`src/rtl/shifter_stage_pkg.sv`:
```
// -----------------------------------------------------------------------------
// shifter_stage_pkg
// Shared definitions for the post-ALU shifter/flag stage:
//   NBITS       datapath width
//   shift_op_t  microinstruction shift field encoding
//   entry_t     one buffered result {C-bus value, N, Z}
// -----------------------------------------------------------------------------
package shifter_stage_pkg;

  localparam int NBITS = 32;

  // 2'b11 is reserved and is treated as SH_PASS by the stage.
  typedef enum logic [1:0] {
    SH_PASS = 2'b00,
    SH_SLL8 = 2'b01,
    SH_SRA1 = 2'b10
  } shift_op_t;

  typedef struct packed {
    logic [NBITS-1:0] c;
    logic             n;
    logic             z;
  } entry_t;

endpackage : shifter_stage_pkg

```
`src/rtl/shifter_stage_buf.sv`:
```
// -----------------------------------------------------------------------------
// shift_buf
// Generic 2-entry in-order valid/ready FIFO, parameterised on the entry type.
// Ports:
//   clk, rst            clock, asynchronous active-high reset
//   in_valid_i/in_ready_o/in_data_i     upstream handshake and payload
//   out_valid_o/out_ready_i/out_data_o  downstream handshake and head entry
// in_ready_o and out_valid_o decode the count register only, so there is no
// combinational path from out_ready_i to in_ready_o.
// -----------------------------------------------------------------------------
module shift_buf #(
  parameter type entry_t = logic [7:0]
) (
  input  logic   clk,
  input  logic   rst,
  input  logic   in_valid_i,
  output logic   in_ready_o,
  input  entry_t in_data_i,
  output logic   out_valid_o,
  input  logic   out_ready_i,
  output entry_t out_data_o
);

  entry_t     mem_q [2];
  logic       wr_ptr_q, wr_ptr_d;
  logic       rd_ptr_q, rd_ptr_d;
  logic [1:0] count_q, count_d;
  logic       push, pop;

  assign in_ready_o  = (count_q != 2'd2);
  assign out_valid_o = (count_q != 2'd0);
  assign out_data_o  = mem_q[rd_ptr_q];

  assign push = in_valid_i && in_ready_o;
  assign pop  = out_valid_o && out_ready_i;

  always_comb begin
    // NOTE: every signal gets a default first so no path leaves it unassigned
    // and no latch is inferred.
    count_d  = count_q;
    wr_ptr_d = wr_ptr_q;
    rd_ptr_d = rd_ptr_q;
    if (push) wr_ptr_d = ~wr_ptr_q;
    if (pop)  rd_ptr_d = ~rd_ptr_q;
    // Simultaneous push and pop leave the occupancy unchanged.
    if (push && !pop)      count_d = count_q + 2'd1;
    else if (!push && pop) count_d = count_q - 2'd1;
  end

  // NOTE: sequential state uses non-blocking assignments so every register
  // samples pre-edge values regardless of statement order.
  always_ff @(posedge clk or posedge rst) begin
    if (rst) begin
      count_q  <= 2'd0;
      wr_ptr_q <= 1'b0;
      rd_ptr_q <= 1'b0;
      // NOTE: the storage is only two entries and must read as zero after
      // reset (out_c is observable while empty), so it is reset explicitly.
      mem_q[0] <= '0;
      mem_q[1] <= '0;
    end else begin
      count_q  <= count_d;
      wr_ptr_q <= wr_ptr_d;
      rd_ptr_q <= rd_ptr_d;
      if (push) mem_q[wr_ptr_q] <= in_data_i;
    end
  end

endmodule : shift_buf

```
`src/rtl/shifter_stage.sv`:
```
// -----------------------------------------------------------------------------
// shifter_stage
// Registered shifter and flag stage downstream of the ALU.
// Ports:
//   clk, rst             clock, asynchronous active-high reset
//   in_valid, in_ready   ALU-side handshake (in_ready from registered state)
//   alu_y, shift_op      ALU result and shift operation (00 PASS, 01 SLL8,
//                        10 SRA1, 11 PASS)
//   out_valid, out_ready C-bus writeback handshake
//   out_c, out_n, out_z  head entry: shifted value and its N/Z bits
//   n_flag, z_flag       persistent flags, loaded when an entry departs
// -----------------------------------------------------------------------------
module shifter_stage
  import shifter_stage_pkg::*;
#(
  // Must match shifter_stage_pkg::NBITS, which sizes entry_t.
  parameter int NBITS = shifter_stage_pkg::NBITS
) (
  input  logic             clk,
  input  logic             rst,
  input  logic             in_valid,
  output logic             in_ready,
  input  logic [NBITS-1:0] alu_y,
  input  logic [1:0]       shift_op,
  output logic             out_valid,
  input  logic             out_ready,
  output logic [NBITS-1:0] out_c,
  output logic             out_n,
  output logic             out_z,
  output logic             n_flag,
  output logic             z_flag
);

  function automatic logic [NBITS-1:0] apply_shift(input logic [1:0]       op,
                                                   input logic [NBITS-1:0] y);
    logic [NBITS-1:0] r;
    case (op)
      SH_SLL8: r = {y[NBITS-9:0], 8'h00};
      SH_SRA1: r = {y[NBITS-1], y[NBITS-1:1]};
      default: r = y;  // SH_PASS and the reserved encoding
    endcase
    return r;
  endfunction

  entry_t in_entry;
  entry_t head;
  logic   n_flag_q, n_flag_d;
  logic   z_flag_q, z_flag_d;

  // Flags describe the ALU result itself, not the shifted value.
  always_comb begin
    in_entry.c = apply_shift(shift_op, alu_y);
    in_entry.n = alu_y[NBITS-1];
    in_entry.z = (alu_y == '0);
  end

  shift_buf #(
    .entry_t (entry_t)
  ) u_buf (
    .clk         (clk),
    .rst         (rst),
    .in_valid_i  (in_valid),
    .in_ready_o  (in_ready),
    .in_data_i   (in_entry),
    .out_valid_o (out_valid),
    .out_ready_i (out_ready),
    .out_data_o  (head)
  );

  assign out_c = head.c;
  assign out_n = head.n;
  assign out_z = head.z;

  always_comb begin
    n_flag_d = n_flag_q;
    z_flag_d = z_flag_q;
    if (out_valid && out_ready) begin
      n_flag_d = head.n;
      z_flag_d = head.z;
    end
  end

  always_ff @(posedge clk or posedge rst) begin
    if (rst) begin
      n_flag_q <= 1'b0;
      z_flag_q <= 1'b0;
    end else begin
      n_flag_q <= n_flag_d;
      z_flag_q <= z_flag_d;
    end
  end

  assign n_flag = n_flag_q;
  assign z_flag = z_flag_q;

endmodule : shifter_stage

```
`config.mk`:
```
export PLATFORM = sky130hd
export DESIGN_NAME = shifter_stage
export DESIGN_NICKNAME = d
export VERILOG_FILES = /design/src/rtl/shifter_stage_pkg.sv /design/src/rtl/shifter_stage_buf.sv /design/src/rtl/shifter_stage.sv
export SDC_FILE = /design/constraint.sdc
export NUM_CORES = 1
export LEC_CHECK = 0
export ABC_AREA = 0
export BUFFER_PORTS_ARGS = -buffer_cell sky130_fd_sc_hd__buf_2
export CAP_MARGIN = 25
export CORE_ASPECT_RATIO = 0.75
export CORE_MARGIN = 1.5
export CORE_UTILIZATION = 55
export CTS_BUF_LIST = sky130_fd_sc_hd__clkbuf_8
export DETAILED_ROUTE_END_ITERATION = 16
export MAX_ROUTING_LAYER = met4
export PLACE_DENSITY_LB_ADDON = 0.08
export SLEW_MARGIN = 10
export SYNTH_ARGS = -nofsm -noshare
export SYNTH_HDL_FRONTEND = slang
export SYNTH_SLANG_ARGS = --single-unit
```
`constraint.sdc`:
```
create_clock -name clk -period 2.95 [get_ports clk]
set_input_delay 0.59 -clock clk [delete_from_list [all_inputs] [get_ports clk]]
set_output_delay 0.59 -clock clk [all_outputs]
set_load 0.05 [all_outputs]
```
==> key figures, run 1 <==
Power
  • Worst VDD drop: 0.7016 mV
  • Pwr dens: 1222 nW/um^2
  • Net Sw Frac: 45.99%
  • NetSw: 2.531 mW
  • Internal: 2.973 mW
  • Leak: around 2.1 nW
  • Register share of total power: between 30% and 40%
  • Clock Power Share: ~13%
  • Comb pwr share: a little under three fifths

Clock tree
  • H-tree levels: 3
  • CTS tree: yes
  • Reg clk slew, reported paths: 0.08 ns
  • CTS sink cnt: 74
  • Clock Root Buffer: clkbuf_8
  • Maximum clock path buffer count: 2
  • Worst-skew pair later-pin latency: 0.35 ns
  • Cts repair resizes: 0
  • CTS Buf Count: 9
  • Postcts setup bufs: 0
  • Cts hold-fix bufs: 0

Finish
  • Final cell count without fillers: 483
  • Area growth, synth to finish: 16.13%
  • Most common cell after layout, fill and taps aside: mux2_2
  • Nets: 435
  • Share of cells above drive strength 1: around half
  • Most frequent cells in the layout: mux2_2 (97), buf_2 (75), dfrtp_1 (74)

Yosys
  • Post-synthesis compound-gate area fraction: about a tenth
  • Multiplexer share of the synthesized area: 29.62%
  • Mapped cell area: just under 4000 um^2
  • Post-Synthesis Cells: 318
  • Yosys cell types: 25
  • Synthesis-stage register bit count: 74
  • Warnings, synthesis: 0
  • Post-Synth Adder-Cell Area: less than 1%
  • Post-Synth XOR/XNOR Area: 1.129%
  • Syn_area_per_cell: 12.19 um^2
  • Post-Syn Nets: roughly 360
  • Largest family of logic cells by synthesized area: multiplexers
  • Sequential share of the synthesized area: 47.76%
  • Simple-Gate Fraction of Synth Area: 6.325%

STA
  • RSZ-0062 raised after global routing: no
  • Sum Neg Setup Slack: 0 ns
  • Post-route clock period utilization: around 74%
  • Worst clock skew: 0.01088 ns
  • Slew @ Worst Pin: roughly 0.8 ns
  • Final min period: 2.178 ns
  • Final setup viols: 0
  • Fmax: about 0.46 GHz
  • Final Hold Viols: 0
  • Slew Viols, Final: 0
  • Max-slew headroom: 46.71%

Routing
  • Via count: 2806
  • DR iter-0 viols: roughly 180
  • Drt pass-1 iters: 4
  • Drt via density: 5.810
  • Final wirelength: 8469 um
  • Wire length per cell: 17.53 um
  • Drc violations: 0
  • DRT antenna net count: 0

Setup path
  • Crit-path cells: buf_4, mux2_2, buf_2
  • Critical Path Source Type: flop
  • Crit path depth: 3
  • CP arrival: roughly 1.6 ns
  • Setup crit end kind: output port
  • Kind of critical path: reg2out
  • R2r setup slk: 1.29 ns
  • WP data required: 2.36 ns
  • CP max stage cell: mux2_2
  • CP peak stage delay: 0.39 ns
  • R2r worst-path depth: 4
  • Crit-path max FO: 20
  • CP bufs+invs: 2
  • Top delay family on crit path: buffers and inverters

Floorplan
  • Core ar.: 6832 um^2
  • IO Count: 76
  • Initial Utilization: 56.76%
  • Die area: 7568 um^2
  • Die X: 99.96 um
  • # rows: 26
  • Die height: 75.72 um

GRT
  • First-pass GRT wire length: 13590 um
  • Number of global-route vias before repair: 2632
  • Global route overflow: 0
  • Largest net degree at the start of global routing: 41
  • GRT Total Usage: 24.69%
  • Initial antenna violation count: 1

Run
  • Max-Cap Viols: 0

Worst hold path
  • HP Class: in2async

Placement
  • Cells after DPL: 467
  • DP Wirelength: 6075 um
  • Port Buffer Count: 75
  • GPL Wtd Cong: 0.8666

Run status
  • Outcome: complete, no violations
==> synth_stat cells (all sizes together) <==
library cell    n  area [um^2]
a22o            6        52.55
a22oi          23        172.7
buf            16        117.6
clkbuf          5        18.77
dfrtp          74         1852
ha              3        37.54
inv             7        26.27
mux2          102         1149
nand2          30        112.6
nand3b          1        7.510
nand4           2        12.51
nor2            1        3.750
nor2b           2        20.02
nor3            2        32.53
nor4            8        50.05
o21ai          26        130.1
o31ai           2        15.01
o41ai           2        17.52
or2             1        6.260
xnor2           3        26.28
xor2            2        17.52
==> registers in the layout, indices dropped and copies added, names as in the netlist <==
name and cells:
u_buf.count_q 2, z_flag 1, u_buf.wr_ptr_q 1, u_buf.rd_ptr_q 1
n_flag 1, u_buf.mem_q 68
==> layout make-up <==
| type | instances | area, um^2 |
|---|---|---|
| fillers | 565 | 2328 |
| multi-input cells | 216 | 1863 |
| flip-flops and latches | 74 | 1852 |
| repair buffers | 86 | 470.5 |
| clock buffers | 9 | 123.9 |
| well taps | 84 | 105.1 |
| clock inverters | 6 | 60.06 |
| inverters | 7 | 26.28 |
| diodes | 1 | 2.502 |
==> logic make-up after synthesis <==
| group | after synthesis |
|---|---|
| AOI/OAI and AO/OA | 59 |
| xor gates and xnor gates | 5 |
| DFF | 74 |
| buffers and inverters | 28 |
| muxes | 102 |
| and+or+nand+nor | 47 |
| adders and majority gates | 3 |
==> through the flow <==
stage	setup WS, ns	power, mW	utilization [%]	cell area [um^2]	hold WS [ns]
final	0.7723	5.503	65.92	4503	0.1998
after global routing	0.7117	5.800	65.92	4503	0.2183
after CTS	0.7492	5.549	65.88	4501	0.1991
after detailed placement	0.7370	4.795	63.19	4317	0.4684
after global placement	0.7727	4.742	63.19	4317	0.4650
after floorplan	0.4784	4.240	-	3877	0.4522
==> power groups by stage <==
stage | registers, mW | logic [mW] | clock network [mW]
after detailed placement | 1.73 | 3.07 | 0
after CTS | 1.71 | 3.08 | 0.758
after global placement | 1.70 | 3.04 | 0
final | 1.71 | 3.06 | 0.736
after floorplan | 1.68 | 2.56 | 0
after global routing | 1.77 | 3.24 | 0.793
==> worst paths after layout <==
path	from	endpoint
min in group clk	u_buf.mem_q[3]	u_buf.mem_q[3]
setup reg to reg	u_buf.wr_ptr_q	u_buf.mem_q[16]
hold / removal	rst	u_buf.mem_q[38]
setup / recovery	u_buf.rd_ptr_q	out_c[30]
max in group asynchronous	rst	u_buf.mem_q[14]
hold reg to reg	u_buf.mem_q[3]	u_buf.mem_q[3]
==> worst register-to-register path, cell delays in order, from the launching register on <==
cell and delay [ns]:
dfrtp_1 0.46, inv_2 0.10, nor3_4 0.16, buf_4 0.42
mux2_2 0.40
==> metal layers <==
metal / share of wire (%) / routed length, um / vias to the layer above / global-route usage, %
li1: - / - / 1319 / -
met1: 47 / 3992 / 1407 / 34.01
met2: 48 / 4044 / 76 / 37.26
met3: 4.6 / 390 / 4 / 5.138
met4: 0.50 / 42 / 0 / 7.512
met5: 0 / 0 / - / -
Power figures use the tool's default switching activity.
==> run 2, diff against run 1 <==
==> constraint.sdc (replaced) <==
create_clock -name clk -period 2.1 [get_ports clk]
set_input_delay 0.42 -clock clk [delete_from_list [all_inputs] [get_ports clk]]
set_output_delay 0.42 -clock clk [all_outputs]
set_load 0.05 [all_outputs]
==> run 2 against run 1 <==
  * Sequential share of layout area fell by 0.87 points
  * Critical path type unchanged
  * Worst setup slack got worse by 0.69 ns
  * Global-route usage is 0.25 points higher
  * First-iteration DRC count up 25%
  * Cell count up 0.83%
==> key figures, run 2 (synthesis results as in run 1) <==
Floorplan
  • IO Count: 76 (unchanged)
  • Initial Utilization: 56.76% (unchanged)
  • Die height: 75.72 um (unchanged)
  • Die X: 99.96 um (unchanged)
  • Core ar.: 6832 um^2 (unchanged)
  • # rows: 26 (unchanged)
  • Die area: 7568 um^2 (unchanged)

Placement
  • GPL Wtd Cong: 0.8501 (-1.9%)
  • DP Area: 4400 um^2 (+1.9%)
  • Cells after DPL: 471 (+0.86%)
  • Port Buffer Count: 75 (unchanged)
  • DP Wirelength: 6289 um (+3.5%)

Clock tree
  • H-tree levels: 3 (unchanged)
  • Clock Root Buffer: clkbuf_8
  • CTS Buf Count: 9 (unchanged)
  • CTS tree: yes
  • CTS sink cnt: 74 (unchanged)
  • Cts hold-fix bufs: 0 (unchanged)
  • Postcts setup bufs: 0 (unchanged)
  • Maximum clock path buffer count: 2 (unchanged)
  • Reg clk slew, reported paths: 0.08 ns (about the same)
  • Worst-skew pair later-pin latency: 0.35 ns (about the same)
  • Cts repair resizes: 0 (unchanged)

Run status
  • Outcome: complete, no violations

Routing
  • Drc violations: 0 (unchanged)
  • Drt via density: 5.784 (-0.43%)
  • Drt pass-1 iters: 5 (+1)
  • Final wirelength: 8791 um (+3.8%)
  • Wire length per cell: 18.05 um (+2.9%)
  • DR iter-0 viols: 221 (+25%)
  • DRT antenna net count: 0 (unchanged)
  • Via count: 2817 (+0.39%)

GRT
  • GRT Total Usage: 24.94% (+0.25 points)
  • Global route overflow: 0 (unchanged)
  • Number of global-route vias before repair: 2670 (+1.4%)
  • First-pass GRT wire length: 13680 um (+0.66%)
  • Initial antenna violation count: 0 (-1)
  • Largest net degree at the start of global routing: 75 (+83%)

Setup path
  • CP arrival: 1.59 ns (about the same)
  • Crit-path max FO: 29 (+45%)
  • Crit Reg-Reg Endpoint: u_buf.count_q[1]
  • R2r worst-path depth: 8 (+4)
  • Reg-to-reg startpoint: u_buf.count_q[0]
  • Crit-path cells: buf_12, mux2_2, buf_2
  • R2r setup slk: 0.46 ns (-0.83 ns)
  • Kind of critical path: reg2out
  • CP max stage cell: dfrtp_1
  • CP peak stage delay: 0.40 ns (about the same)
  • WP data required: 1.68 ns (-0.68 ns)
  • CP startpoint: u_buf.rd_ptr_q
  • Critical Path Source Type: flop
  • Setup crit end kind: output port

Power
  • Power Total: 7.932 mW (+44%)
  • Worst VDD drop: 0.8909 mV (+27%)
  • Pwr dens: 1724 nW/um^2 (+41%)
  • Leak: 2.166 nW (+2.0%)

STA
  • Final min period: 2.015 ns
  • RSZ-0062 raised after global routing: no
  • Worst clock skew: 0.007078 ns (-0.003804 ns)
  • Slew Viols, Final: 0 (unchanged)
  • Sum Neg Setup Slack: 0 ns (unchanged)
  • Fmax: 0.4963 GHz
  • Final setup viols: 0 (unchanged)
  • Max-slew headroom: 65.45% (+19 points)
  • Post-route clock period utilization: 95.94%
  • Final Hold Viols: 0 (unchanged)
  • Slew @ Worst Pin: 0.5171 ns (-0.2822 ns)

Finish
  • Final cell count without fillers: 487 (+0.83%)
  • Most common cell after layout, fill and taps aside: mux2_2
  • Share of cells above drive strength 1: 51.86% (+0.86 points)
  • Design area: 4601 um^2 (+2.2%)
  • Regs by FF count: u_buf.mem_q (68), u_buf.count_q (2)
  • Number of antenna diodes: 0 (-1)
  • FF/Latch Area: 1852 um^2 (unchanged)
  • Number of flip-flops in the largest register: 68 (unchanged)
  • Biggest register: u_buf.mem_q
  • Number of fill cells: 561 (-0.71%)
  • Area growth, synth to finish: 18.65%
  • Most frequent cells in the layout: mux2_2 (97), buf_2 (75), dfrtp_1 (74)
  • Nets: 439 (+0.92%)
  • Multi-input combinational cell area: 1863 um^2 (unchanged)

Worst hold path
  • HP Class: in2async

Run
  • Max-Cap Viols: 0 (unchanged)
run 2: changes by cell type in the layout (fill, tap and decap cells not counted):
cell	change
clkinv_4	-1
inv_6	+2
clkbuf_8	+1
clkinv_2	+1
buf_12	+4
inv_1	-1
diode_2	-1
inv_2	-1
run 2: power breakdown:
group          total, mW  switching (mW)  internal [mW]
registers           2.41           0.339           2.08
logic               4.40            2.75           1.65
clock network       1.12           0.535          0.583
total               7.93            3.63           4.31
run 2: through the flow:
step                      hold WS [ns]  worst slack, ns  utilization, %
after floorplan                 0.4522           0.3369               -
after global placement          0.4631           0.3111           64.41
after detailed placement        0.4794           0.2639           64.41
after CTS                       0.1791          0.05975           67.34
after global routing            0.1958          0.02462           67.34
final                           0.1585          0.08521           67.34
run 2: per-layer routing:
metal  vias up  GRT usage (%)  part of all wire (%)
met4         0          7.668                   1.1
met3        11          6.055                   5.2
met5         -              -                     0
met2        84          37.64                    46
met1      1402          33.75                    48
li1       1320              -                     -
run 2: final cells by class:
type	instances	share of cell area (%)
multi-input combinational	216	40.50
sequential	74	40.25
timing repair buffer	90	11.97
clock buffer	10	2.992
tap	84	2.284
clock inverter	6	1.360
inverter	7	0.6527
run 2: worst max-delay path: cells and delay by family, from the launching register on:
| family | cells | cell delay (ns) |
|---|---|---|
| buffers and inverters | 2 | 0.44 |
| flip-flops | 1 | 0.40 |
| multiplexers | 1 | 0.40 |
run 2: worst max-delay path by stage:
stage | slack, ns | cells after the start | end
floorplan | 0.34 | 8 | u_buf.count_q[1]
global placement | 0.31 | 6 | u_buf.mem_q[2]
detailed placement | 0.26 | 6 | u_buf.mem_q[40]
CTS | 0.06 | 3 | out_c[12]
global route | 0.02 | 3 | out_c[12]
finish | 0.09 | 3 | out_c[12]
